### config.mk
export PLATFORM = sky130hd
export DESIGN_NAME = uart_tx_arbiter_flat
export DESIGN_NICKNAME = d
export VERILOG_FILES = /design/src/rtl/uart_tx_arbiter_if.sv /design/src/rtl/uart_tx_arbiter.sv /design/src/flat_wrapper.sv
export SDC_FILE = /design/constraint.sdc
export NUM_CORES = 1
export LEC_CHECK = 0
export CAP_MARGIN = 40
export CORE_UTILIZATION = 35
export CTS_CLUSTER_DIAMETER = 120
export DETAILED_ROUTE_END_ITERATION = 6
export DONT_BUFFER_PORTS = 1
export SLEW_MARGIN = 20
export SYNTH_ARGS = -nofsm -noshare
export SYNTH_HDL_FRONTEND = slang
export SYNTH_SLANG_ARGS = --single-unit
### constraint.sdc
create_clock -name clock_i -period 2 [get_ports clock_i]
set_input_delay 0.4 -clock clock_i [delete_from_list [all_inputs] [get_ports clock_i]]
set_output_delay 0.4 -clock clock_i [all_outputs]
set_load 0.01 [all_outputs]
### src/rtl/uart_tx_arbiter_if.sv
// Requester and transmitter signal bundle for uart_tx_arbiter.
// Handshake: req_valid_i[i] is held with stable req_data_i until a one-cycle req_ack_o[i]; ack means the byte went out on tx_data_o.
interface uart_tx_arbiter_if #(
    parameter int NUM_REQ = 4,
    parameter int DATA_W  = 8
);
    localparam int PTR_W = (NUM_REQ > 1) ? $clog2(NUM_REQ) : 1;

    logic [NUM_REQ-1:0]        req_valid_i;
    logic [NUM_REQ*DATA_W-1:0] req_data_i;
    logic [NUM_REQ-1:0]        req_lock_i;
    logic [NUM_REQ-1:0]        req_ack_o;
    logic [NUM_REQ-1:0]        grant_o;
    logic [DATA_W-1:0]         tx_data_o;
    logic                      txen_o;
    logic                      tx_ing_i;
    logic                      tx_timeout_o;
    logic                      busy_o;
    // Debug view of the arbiter FSM and round-robin pointer.
    logic [1:0]                state_o;
    logic [PTR_W-1:0]          rr_ptr_o;

    modport master (
        output req_valid_i, req_data_i, req_lock_i, tx_ing_i,
        input  req_ack_o, grant_o, tx_data_o, txen_o, tx_timeout_o, busy_o,
               state_o, rr_ptr_o
    );

    modport slave (
        input  req_valid_i, req_data_i, req_lock_i, tx_ing_i,
        output req_ack_o, grant_o, tx_data_o, txen_o, tx_timeout_o, busy_o,
               state_o, rr_ptr_o
    );
endinterface

### src/rtl/uart_tx_arbiter.sv
// Round-robin arbiter sharing one UART transmitter among NUM_REQ byte sources,
// with locked bursts capped at MAX_BURST and a start timeout on a dead transmitter.
module uart_tx_arbiter #(
    parameter int NUM_REQ       = 4,
    parameter int DATA_W        = 8,
    parameter int MAX_BURST     = 16,
    parameter int START_TIMEOUT = 16
) (
    input  logic           clock_i,
    input  logic           reset_i,
    uart_tx_arbiter_if.slave bus
);
    localparam int PTR_W = (NUM_REQ > 1) ? $clog2(NUM_REQ) : 1;
    localparam logic [PTR_W:0]       NUM_REQ_W = (PTR_W+1)'(NUM_REQ);
    localparam logic [7:0]           TMO_LAST  = 8'(START_TIMEOUT - 1);
    localparam logic [7:0]           BURST_MAX = 8'(MAX_BURST);
    localparam logic [NUM_REQ-1:0]   ONE_HOT0  = NUM_REQ'(1);

    typedef enum logic [1:0] {
        IDLE       = 2'd0,
        LOAD       = 2'd1,
        WAIT_START = 2'd2,
        WAIT_END   = 2'd3
    } state_t;

    state_t              state_q, state_d;
    logic [PTR_W-1:0]    rr_q, rr_d, own_q, own_d;
    logic [7:0]          burst_q, burst_d, tmo_q, tmo_d;
    logic [NUM_REQ-1:0]  grant_q, grant_d, ack_q, ack_d;
    logic [DATA_W-1:0]   data_q, data_d;
    logic                txen_q, txen_d, tout_q, tout_d, busy_q, busy_d;

    logic                win_found;
    logic [PTR_W-1:0]    win_idx;
    logic [PTR_W:0]      scan_sum;
    logic [PTR_W:0]      own_sum;
    logic [PTR_W-1:0]    own_next;
    logic                keep_going;
    logic [DATA_W-1:0]   req_bytes [NUM_REQ];

    for (genvar g = 0; g < NUM_REQ; g++) begin : g_unpack
        assign req_bytes[g] = bus.req_data_i[g*DATA_W +: DATA_W];
    end

    // First valid requester scanning upward from rr_ptr with wrap.
    always_comb begin
        win_found = 1'b0;
        win_idx   = '0;
        scan_sum  = '0;
        for (int k = 0; k < NUM_REQ; k++) begin
            scan_sum = {1'b0, rr_q} + (PTR_W+1)'(k);
            if (scan_sum >= NUM_REQ_W) begin
                scan_sum = scan_sum - NUM_REQ_W;
            end
            if (!win_found && bus.req_valid_i[scan_sum[PTR_W-1:0]]) begin
                win_found = 1'b1;
                win_idx   = scan_sum[PTR_W-1:0];
            end
        end
    end

    always_comb begin
        own_sum  = {1'b0, own_q} + (PTR_W+1)'(1);
        own_next = (own_sum == NUM_REQ_W) ? '0 : own_sum[PTR_W-1:0];
    end

    assign keep_going = bus.req_lock_i[own_q] && bus.req_valid_i[own_q] &&
                        (burst_q < BURST_MAX);

    always_comb begin
        state_d = state_q;
        rr_d    = rr_q;
        own_d   = own_q;
        burst_d = burst_q;
        tmo_d   = tmo_q;
        grant_d = grant_q;
        data_d  = data_q;
        ack_d   = '0;
        txen_d  = 1'b0;
        tout_d  = 1'b0;
        unique case (state_q)
            IDLE: begin
                if (win_found && !bus.tx_ing_i) begin
                    own_d   = win_idx;
                    grant_d = ONE_HOT0 << win_idx;
                    ack_d   = ONE_HOT0 << win_idx;
                    data_d  = req_bytes[win_idx];
                    txen_d  = 1'b1;
                    burst_d = 8'd1;
                    state_d = LOAD;
                end
            end
            LOAD: begin
                tmo_d   = '0;
                state_d = WAIT_START;
            end
            WAIT_START: begin
                if (bus.tx_ing_i) begin
                    state_d = WAIT_END;
                end else if (tmo_q == TMO_LAST) begin
                    // Transmitter never started: give up and move the pointer on.
                    tout_d  = 1'b1;
                    grant_d = '0;
                    rr_d    = own_next;
                    burst_d = '0;
                    state_d = IDLE;
                end else begin
                    tmo_d = tmo_q + 8'd1;
                end
            end
            WAIT_END: begin
                if (!bus.tx_ing_i) begin
                    if (keep_going) begin
                        ack_d   = ONE_HOT0 << own_q;
                        data_d  = req_bytes[own_q];
                        txen_d  = 1'b1;
                        burst_d = burst_q + 8'd1;
                        state_d = LOAD;
                    end else begin
                        grant_d = '0;
                        rr_d    = own_next;
                        burst_d = '0;
                        state_d = IDLE;
                    end
                end
            end
            default: state_d = IDLE;
        endcase
        busy_d = (state_d != IDLE);
    end

    always_ff @(posedge clock_i or posedge reset_i) begin
        if (reset_i) begin
            state_q <= IDLE;
            rr_q    <= '0;
            own_q   <= '0;
            burst_q <= '0;
            tmo_q   <= '0;
            grant_q <= '0;
            ack_q   <= '0;
            data_q  <= '0;
            txen_q  <= 1'b0;
            tout_q  <= 1'b0;
            busy_q  <= 1'b0;
        end else begin
            state_q <= state_d;
            rr_q    <= rr_d;
            own_q   <= own_d;
            burst_q <= burst_d;
            tmo_q   <= tmo_d;
            grant_q <= grant_d;
            ack_q   <= ack_d;
            data_q  <= data_d;
            txen_q  <= txen_d;
            tout_q  <= tout_d;
            busy_q  <= busy_d;
        end
    end

    assign bus.req_ack_o    = ack_q;
    assign bus.grant_o      = grant_q;
    assign bus.tx_data_o    = data_q;
    assign bus.txen_o       = txen_q;
    assign bus.tx_timeout_o = tout_q;
    assign bus.busy_o       = busy_q;
    assign bus.state_o      = state_q;
    assign bus.rr_ptr_o     = rr_q;
endmodule

### src/flat_wrapper.sv
// flat-port wrapper written by rule: the top's interface ports become plain ports
module uart_tx_arbiter_flat 
#(
    parameter int NUM_REQ       = 4,
    parameter int DATA_W        = 8,
    parameter int MAX_BURST     = 16,
    parameter int START_TIMEOUT = 16
)
  (clock_i, reset_i, bus_req_valid_i, bus_req_data_i, bus_req_lock_i, bus_tx_ing_i, bus_req_ack_o, bus_grant_o, bus_tx_data_o, bus_txen_o, bus_tx_timeout_o, bus_busy_o, bus_state_o, bus_rr_ptr_o);
  uart_tx_arbiter_if #(.NUM_REQ(NUM_REQ), .DATA_W(DATA_W)) bus_i ();
  input  logic clock_i;
  input  logic reset_i;
  input wire logic [$bits(bus_i.req_valid_i)-1:0] bus_req_valid_i;
  input wire logic [$bits(bus_i.req_data_i)-1:0] bus_req_data_i;
  input wire logic [$bits(bus_i.req_lock_i)-1:0] bus_req_lock_i;
  input wire logic [$bits(bus_i.tx_ing_i)-1:0] bus_tx_ing_i;
  output wire logic [$bits(bus_i.req_ack_o)-1:0] bus_req_ack_o;
  output wire logic [$bits(bus_i.grant_o)-1:0] bus_grant_o;
  output wire logic [$bits(bus_i.tx_data_o)-1:0] bus_tx_data_o;
  output wire logic [$bits(bus_i.txen_o)-1:0] bus_txen_o;
  output wire logic [$bits(bus_i.tx_timeout_o)-1:0] bus_tx_timeout_o;
  output wire logic [$bits(bus_i.busy_o)-1:0] bus_busy_o;
  output wire logic [$bits(bus_i.state_o)-1:0] bus_state_o;
  output wire logic [$bits(bus_i.rr_ptr_o)-1:0] bus_rr_ptr_o;
  assign bus_i.req_valid_i = bus_req_valid_i;
  assign bus_i.req_data_i = bus_req_data_i;
  assign bus_i.req_lock_i = bus_req_lock_i;
  assign bus_i.tx_ing_i = bus_tx_ing_i;
  assign bus_req_ack_o = bus_i.req_ack_o;
  assign bus_grant_o = bus_i.grant_o;
  assign bus_tx_data_o = bus_i.tx_data_o;
  assign bus_txen_o = bus_i.txen_o;
  assign bus_tx_timeout_o = bus_i.tx_timeout_o;
  assign bus_busy_o = bus_i.busy_o;
  assign bus_state_o = bus_i.state_o;
  assign bus_rr_ptr_o = bus_i.rr_ptr_o;
  uart_tx_arbiter #(.NUM_REQ(NUM_REQ), .DATA_W(DATA_W), .MAX_BURST(MAX_BURST), .START_TIMEOUT(START_TIMEOUT)) u_core (.clock_i(clock_i), .reset_i(reset_i), .bus(bus_i));
endmodule
* Yosys cells after proc, flatten, opt, wreduce, memory -nomap -nowiden *
Cells that the tools add are included.

word-level totals
  output and inout bits = 23
  bits in registers = 41
  bits of input ports = 43
  logic and storage cells = 143

cells by class
  bitwise logic cells = 2
  mux-type cells = 72
  shift operators = 2
  eq/ne operators = 12
  order comparisons = 12
  add/subtract/negate cells = 10
  reductions and logical operators = 22

operators with widths
  operator             number
  $mux 8               14
  $mux 2               17
  $bmux 8 s2           2
  $mux 4               8
  $pmux 8 s2           2
  $pmux 8 s3           1
  $mux 1               17
  $add 8x1->8 const B  2
  $ge 3x3->1 const B   5
  $lt 2x3->1 const B   5
  $bmux 1 s2           6
  $pmux 4 s3           1
  $reduce_and 5->1     2
  $eq 8x4->1 const B   1
  $lt 8x5->1 const B   1
  $ne 2x2->1 const B   4
  $pmux 2 s4           1
  $pmux 4 s2           1
  $reduce_bool 2->1    4
  $shl 1x2->4 const A  2
  $sub 2x1->2 const B  4
  $add 2x1->3 const B  2
  $add 2x2->3 const B  2
  $logic_and 1x1->1    6
  15 further kinds     22

* Longest topological paths before layout *
  depth in word-level cells = 20
  gate-level depth with buffers = 8
  mapped depth without buffers = 7

* Worst setup path after synthesis *
Ideal clock, no wire load.

  kind = reg2reg
  from = register u_core.state_q[0] (netlist: u_core.bus.state_o[0])
  to = register u_core.data_q[0] (netlist: u_core.bus.tx_data_o[0])
  data arrival time = 1937 ps
  slack = -64 ps
  data required time = 1873 ps
  cell stages (with the launch flop) = 7
  library setup time = 127 ps
  buffers on the path = 0
  clock period less this slack = 2064 ps
  cell sequence = dfrtp_1 ha_1 nor4b_2 nand4_2 nor2_2 o21ai_2 mux2_1

between the ends
  cells in the longest elaborated chain, start to end = 3
  elaborated cells on any way between the ends = 8
  those cells by class = eq/ne (4); mux (1); reduce/logical (3)

RTL lines
  item                                                  RTL line                source
  start: declaration                                    uart_tx_arbiter.sv:26   state_t state_q, state_d;
  start signal: assignment                              uart_tx_arbiter.sv:146  state_q <= state_d;
  $eq 2x2->1 / $logic_not 2->1 (equally long branches)  uart_tx_arbiter.sv:81   unique case (state_q)
  $ne 2x1->1 (no source line) (tied with other cells)   --
  $reduce_and 4->1 (no source line)                     --
  end signal: assignment                                uart_tx_arbiter.sv:153  data_q <= data_d;
  end: declaration                                      uart_tx_arbiter.sv:30   logic [DATA_W-1:0] data_q, data_d;

Several ways; a longest one is shown, not always the timed one.
A chain may end at the register's enable or synchronous reset.

* Worst setup path in the final report *
  from = register u_core.rr_q[1] (netlist: u_core.bus.rr_ptr_o[1])
  to = register u_core.data_q[3] (netlist: u_core.bus.tx_data_o[3])

between the ends
  cells in the longest elaborated chain, start to end = 20
  elaborated cells on any way between the ends = 46
  those cells by class = add/sub (7); order compare (4); eq/ne (1); mux (25); bitwise (1); reduce/logical (8)

RTL lines
  item                                                  RTL line                source
  start: declaration                                    uart_tx_arbiter.sv:27   logic [PTR_W-1:0] rr_q, rr_d, own_q, own_d;
  start signal: assignment                              uart_tx_arbiter.sv:147  rr_q <= rr_d;
  branches (longest 20 deep; another with $add 2x1->3)  --

Parallel ways; which one is timed is not known. The select of a mux whose other input is x is not followed.

==> reports/qor.csv <==
metric;value;unit
All-Layer GR Usage;16.4;%
# setup viols final;0;
share of layout cells above drive strength 1;24.7;%
die height;90.0;µm
kind of critical path;reg -> reg;
clock tree buffer depth;2;
Pwr Density;1270;nW/µm²
first-pass GRT wire length;10.8;mm
fin nets;357;
post-synthesis async set-or-reset flop share;100;%
Final Hold Slack;0.0113;ns
EDFF count, synth;0;
Post-Syn Instances;279;
top_reg_cell synth;dfrtp_1;
number of vias in the routed layout;2192;
full die area;8110;µm²
WL final;6.66;mm
r2r setup slk;0.01;ns
synth top area cells;dfrtp_1 38%, mux4_2 6.6%, ha_1 5.1%;
Worst Setup EP;u_core.bus.tx_data_o[3];
slew at the pin closest to its max-slew limit;0.729;ns
Synth top area share;37.8;%
Period minus WS final;1.99;ns
Core Area;7370;µm²
origin of the critical flop-to-flop path;u_core.bus.rr_ptr_o[1];
largest net degree at the start of global routing;25;
antenna cells;0;
vias in the first global route;2216;
worst-skew pair later-pin latency;0.30;ns
clk_skew;0.0166;ns
clk root buf;clkbuf_8;
Data arrival, critical path;2.17;ns
reg2reg path depth;6;
RSZ-0062 raised after global routing;yes;
Worst R2R End;u_core.bus.tx_data_o[3];
Hold Path Class;in -> async;
TritonCTS clock tree;done;
Distinct cells, synth;49;
critical path capture point type;register;
Max Cap Viol;0;
initial antenna violation count;0;
DRT Pass-1 Iters;4;
maximum vdd drop;0.571;mV
Critical Path Start Type;register;
post-route ant nets;0;
leakage power;1.38;nW
I/O pin cnt;66;
Yosys reg bits;41;
fmax;503;MHz
crit path max fanout;6;
DIE WIDTH;90.0;µm
Port Buf Inserts;0;
grt ovf;0;
Final GP Congestion;0.804;
Worst Path Required;2.18;ns
largest area contributor in the netlist;dfrtp_1;
DRC;0;
Multi-input gate area;1650;µm²
Final Hold Violating Endpoints;0;
fillers;722;
CTS clk-pin slew, worst paths;0.09;ns
syn_nets;333;
Avg WL per Cell;16.5;µm
Crit. Startpoint;u_core.bus.rr_ptr_o[1];
status;finished clean;
cts bufs inserted;5;
sequential cell area fraction in the yosys report;37.8;%
Reg area;1030;µm²
syn_area_per_cell;9.72;µm²
initial drt markers;135;
H-tree Lvls;2;
max-slew violation count;0;
Synth Cell Area;2710;µm²
Detailed Place HPWL;4.99;mm
yosys warns;0;
vias per inst;5.44;
Site Rows;31;
max_slew headroom;51.1;%
Final Cycle Share;99.4;%
Pwr Total;0.00409;W
Starting Density;36.8;%
Syn-to-layout area delta;18.4;%
CTS sink count;41;
[cell usage in the layout (no fill, tap or decap), types with 3 or more instances in the layout]
master | synthesis | layout
buf_4 | 0 | 29
nor2_1 | 25 | 24
nand2_1 | 19 | 19
mux2_1 | 8 | 8
o21ai_2 | 2 | 3
a22oi_1 | 3 | 3
mux4_2 | 8 | 8
o21ai_0 | 9 | 9
clkbuf_8 | 0 | 7
a21o_1 | 4 | 4
mux2_2 | 6 | 6
inv_1 | 14 | 13
xnor2_1 | 3 | 3
nor2b_1 | 4 | 4
o31ai_1 | 4 | 4
a211oi_1 | 4 | 4
o211ai_1 | 4 | 4
a21oi_1 | 10 | 10
mux2i_1 | 13 | 12
ha_1 | 11 | 10
o21a_1 | 5 | 4
dfrtp_1 | 41 | 40
nor3_1 | 13 | 11
nand2b_1 | 9 | 7
nand3_1 | 12 | 12
o21ai_1 | 7 | 6
[cell type report]
cell class / instances / area share (%)
clock buffers: 7 / 3.00
multi-input cells: 210 / 51.2
inverters: 14 / 1.64
well taps: 99 / 3.86
clock inverters: 1 / 0.273
repair buffers: 31 / 8.02
flip-flops and latches: 41 / 32.0
[cell usage after synthesis (all sizes together), types with 2 or more instances]
library cell,instances
dfrtp,41
nor2,26
nand2,19
o21ai,18
inv,14
mux2,14
mux2i,13
nor3,13
nand3,12
a21oi,11
buf,11
ha,11
nand2b,9
mux4,8
o21a,5
a211oi,4
a21o,4
clkbuf,4
nor2b,4
o211ai,4
o31ai,4
a22oi,3
nor4,3
xnor2,3
o2bb2ai,2
o41ai,2
xor2,2
[state kept, by name, summed over array words and instances, names as in the netlist, 2 cells and up]
name,cells
u_core.burst_q,8
u_core.bus.grant_o,4
u_core.bus.req_ack_o,4
u_core.bus.rr_ptr_o,2
u_core.bus.state_o,2
u_core.bus.tx_data_o,8
u_core.own_q,2
u_core.tmo_q,8
[cell families (layout without fill, tap and decap cells)]
group,count (synthesis),in the layout,share of synthesized area [%]
buffers and inverters,29,53,4.75
flip-flops,41,41,37.8
multiplexers,35,35,17.3
adder cells (fa/ha/maj),11,11,5.07
AND/OR/NAND/NOR,93,93,17.2
AO/OA/AOI/OAI,65,66,16.3
XOR/XNOR,5,5,1.61
[metal layers]
layer	GRT usage, %	part of all wire (%)	routed length, µm
met2	28.6	50	3300
met3	5.41	7.8	519
met1	20.3	42	2820
met4	1.61	0.26	17
met5	0	0	0
[power by group]
part / internal [W] / switching [W]
clock network: 0.000319 / 0.000304
logic: 0.00104 / 0.00108
registers: 0.00106 / 0.000290
total: 0.00242 / 0.00167
[what timing repair did]
| action | 4_1_cts | 5_1_grt |
|---|---|---|
| gates cloned | 0 | 1 |
| hold buffers | 0 | 0 |
| gates resized for setup | 2 | 13 |
| setup endpoints to repair | 4 | 21 |
| pin swaps | 0 | 1 |
| buffers inserted | 0 | 2 |
[how the worst min path moves through the flow]
stage	start	endpoint	slack, ns	depth (start not counted)
2_1_floorplan	u_core.burst_q[6]	u_core.burst_q[6]	0.46	1
3_3_place_gp	reset_i	u_core.burst_q[3]	0.35	1
4_1_cts	reset_i	u_core.bus.req_ack_o[2]	0.03	1
5_1_grt	reset_i	u_core.burst_q[5]	0.05	1
3_5_place_dp	reset_i	u_core.burst_q[3]	0.36	1
6_report	reset_i	u_core.burst_q[6]	0.01	1
[stage by stage]
step	worst slack [ns]	TNS (ns)	utilization, %	area, µm²	std cells
floorplan	0.0198	0	-	2720	279
global placement	0.0513	0	40.8	3010	392
detailed placement	-0.0986	-0.265	40.8	3010	392
CTS	0.00881	0	42.4	3130	400
global route	-0.0520	-0.203	43.6	3210	403
finish	0.0117	0	43.6	3210	403
[worst max-delay path, stage by stage (launching register included)]
cell	delay (ns)
dfrtp_1	0.47
mux2i_2	0.45
o221ai_4	0.22
mux2i_1	0.21
mux2_2	0.17
o21ai_1	0.06
mux2_1	0.29
Note: power is estimated with default switching activity, not from simulation.
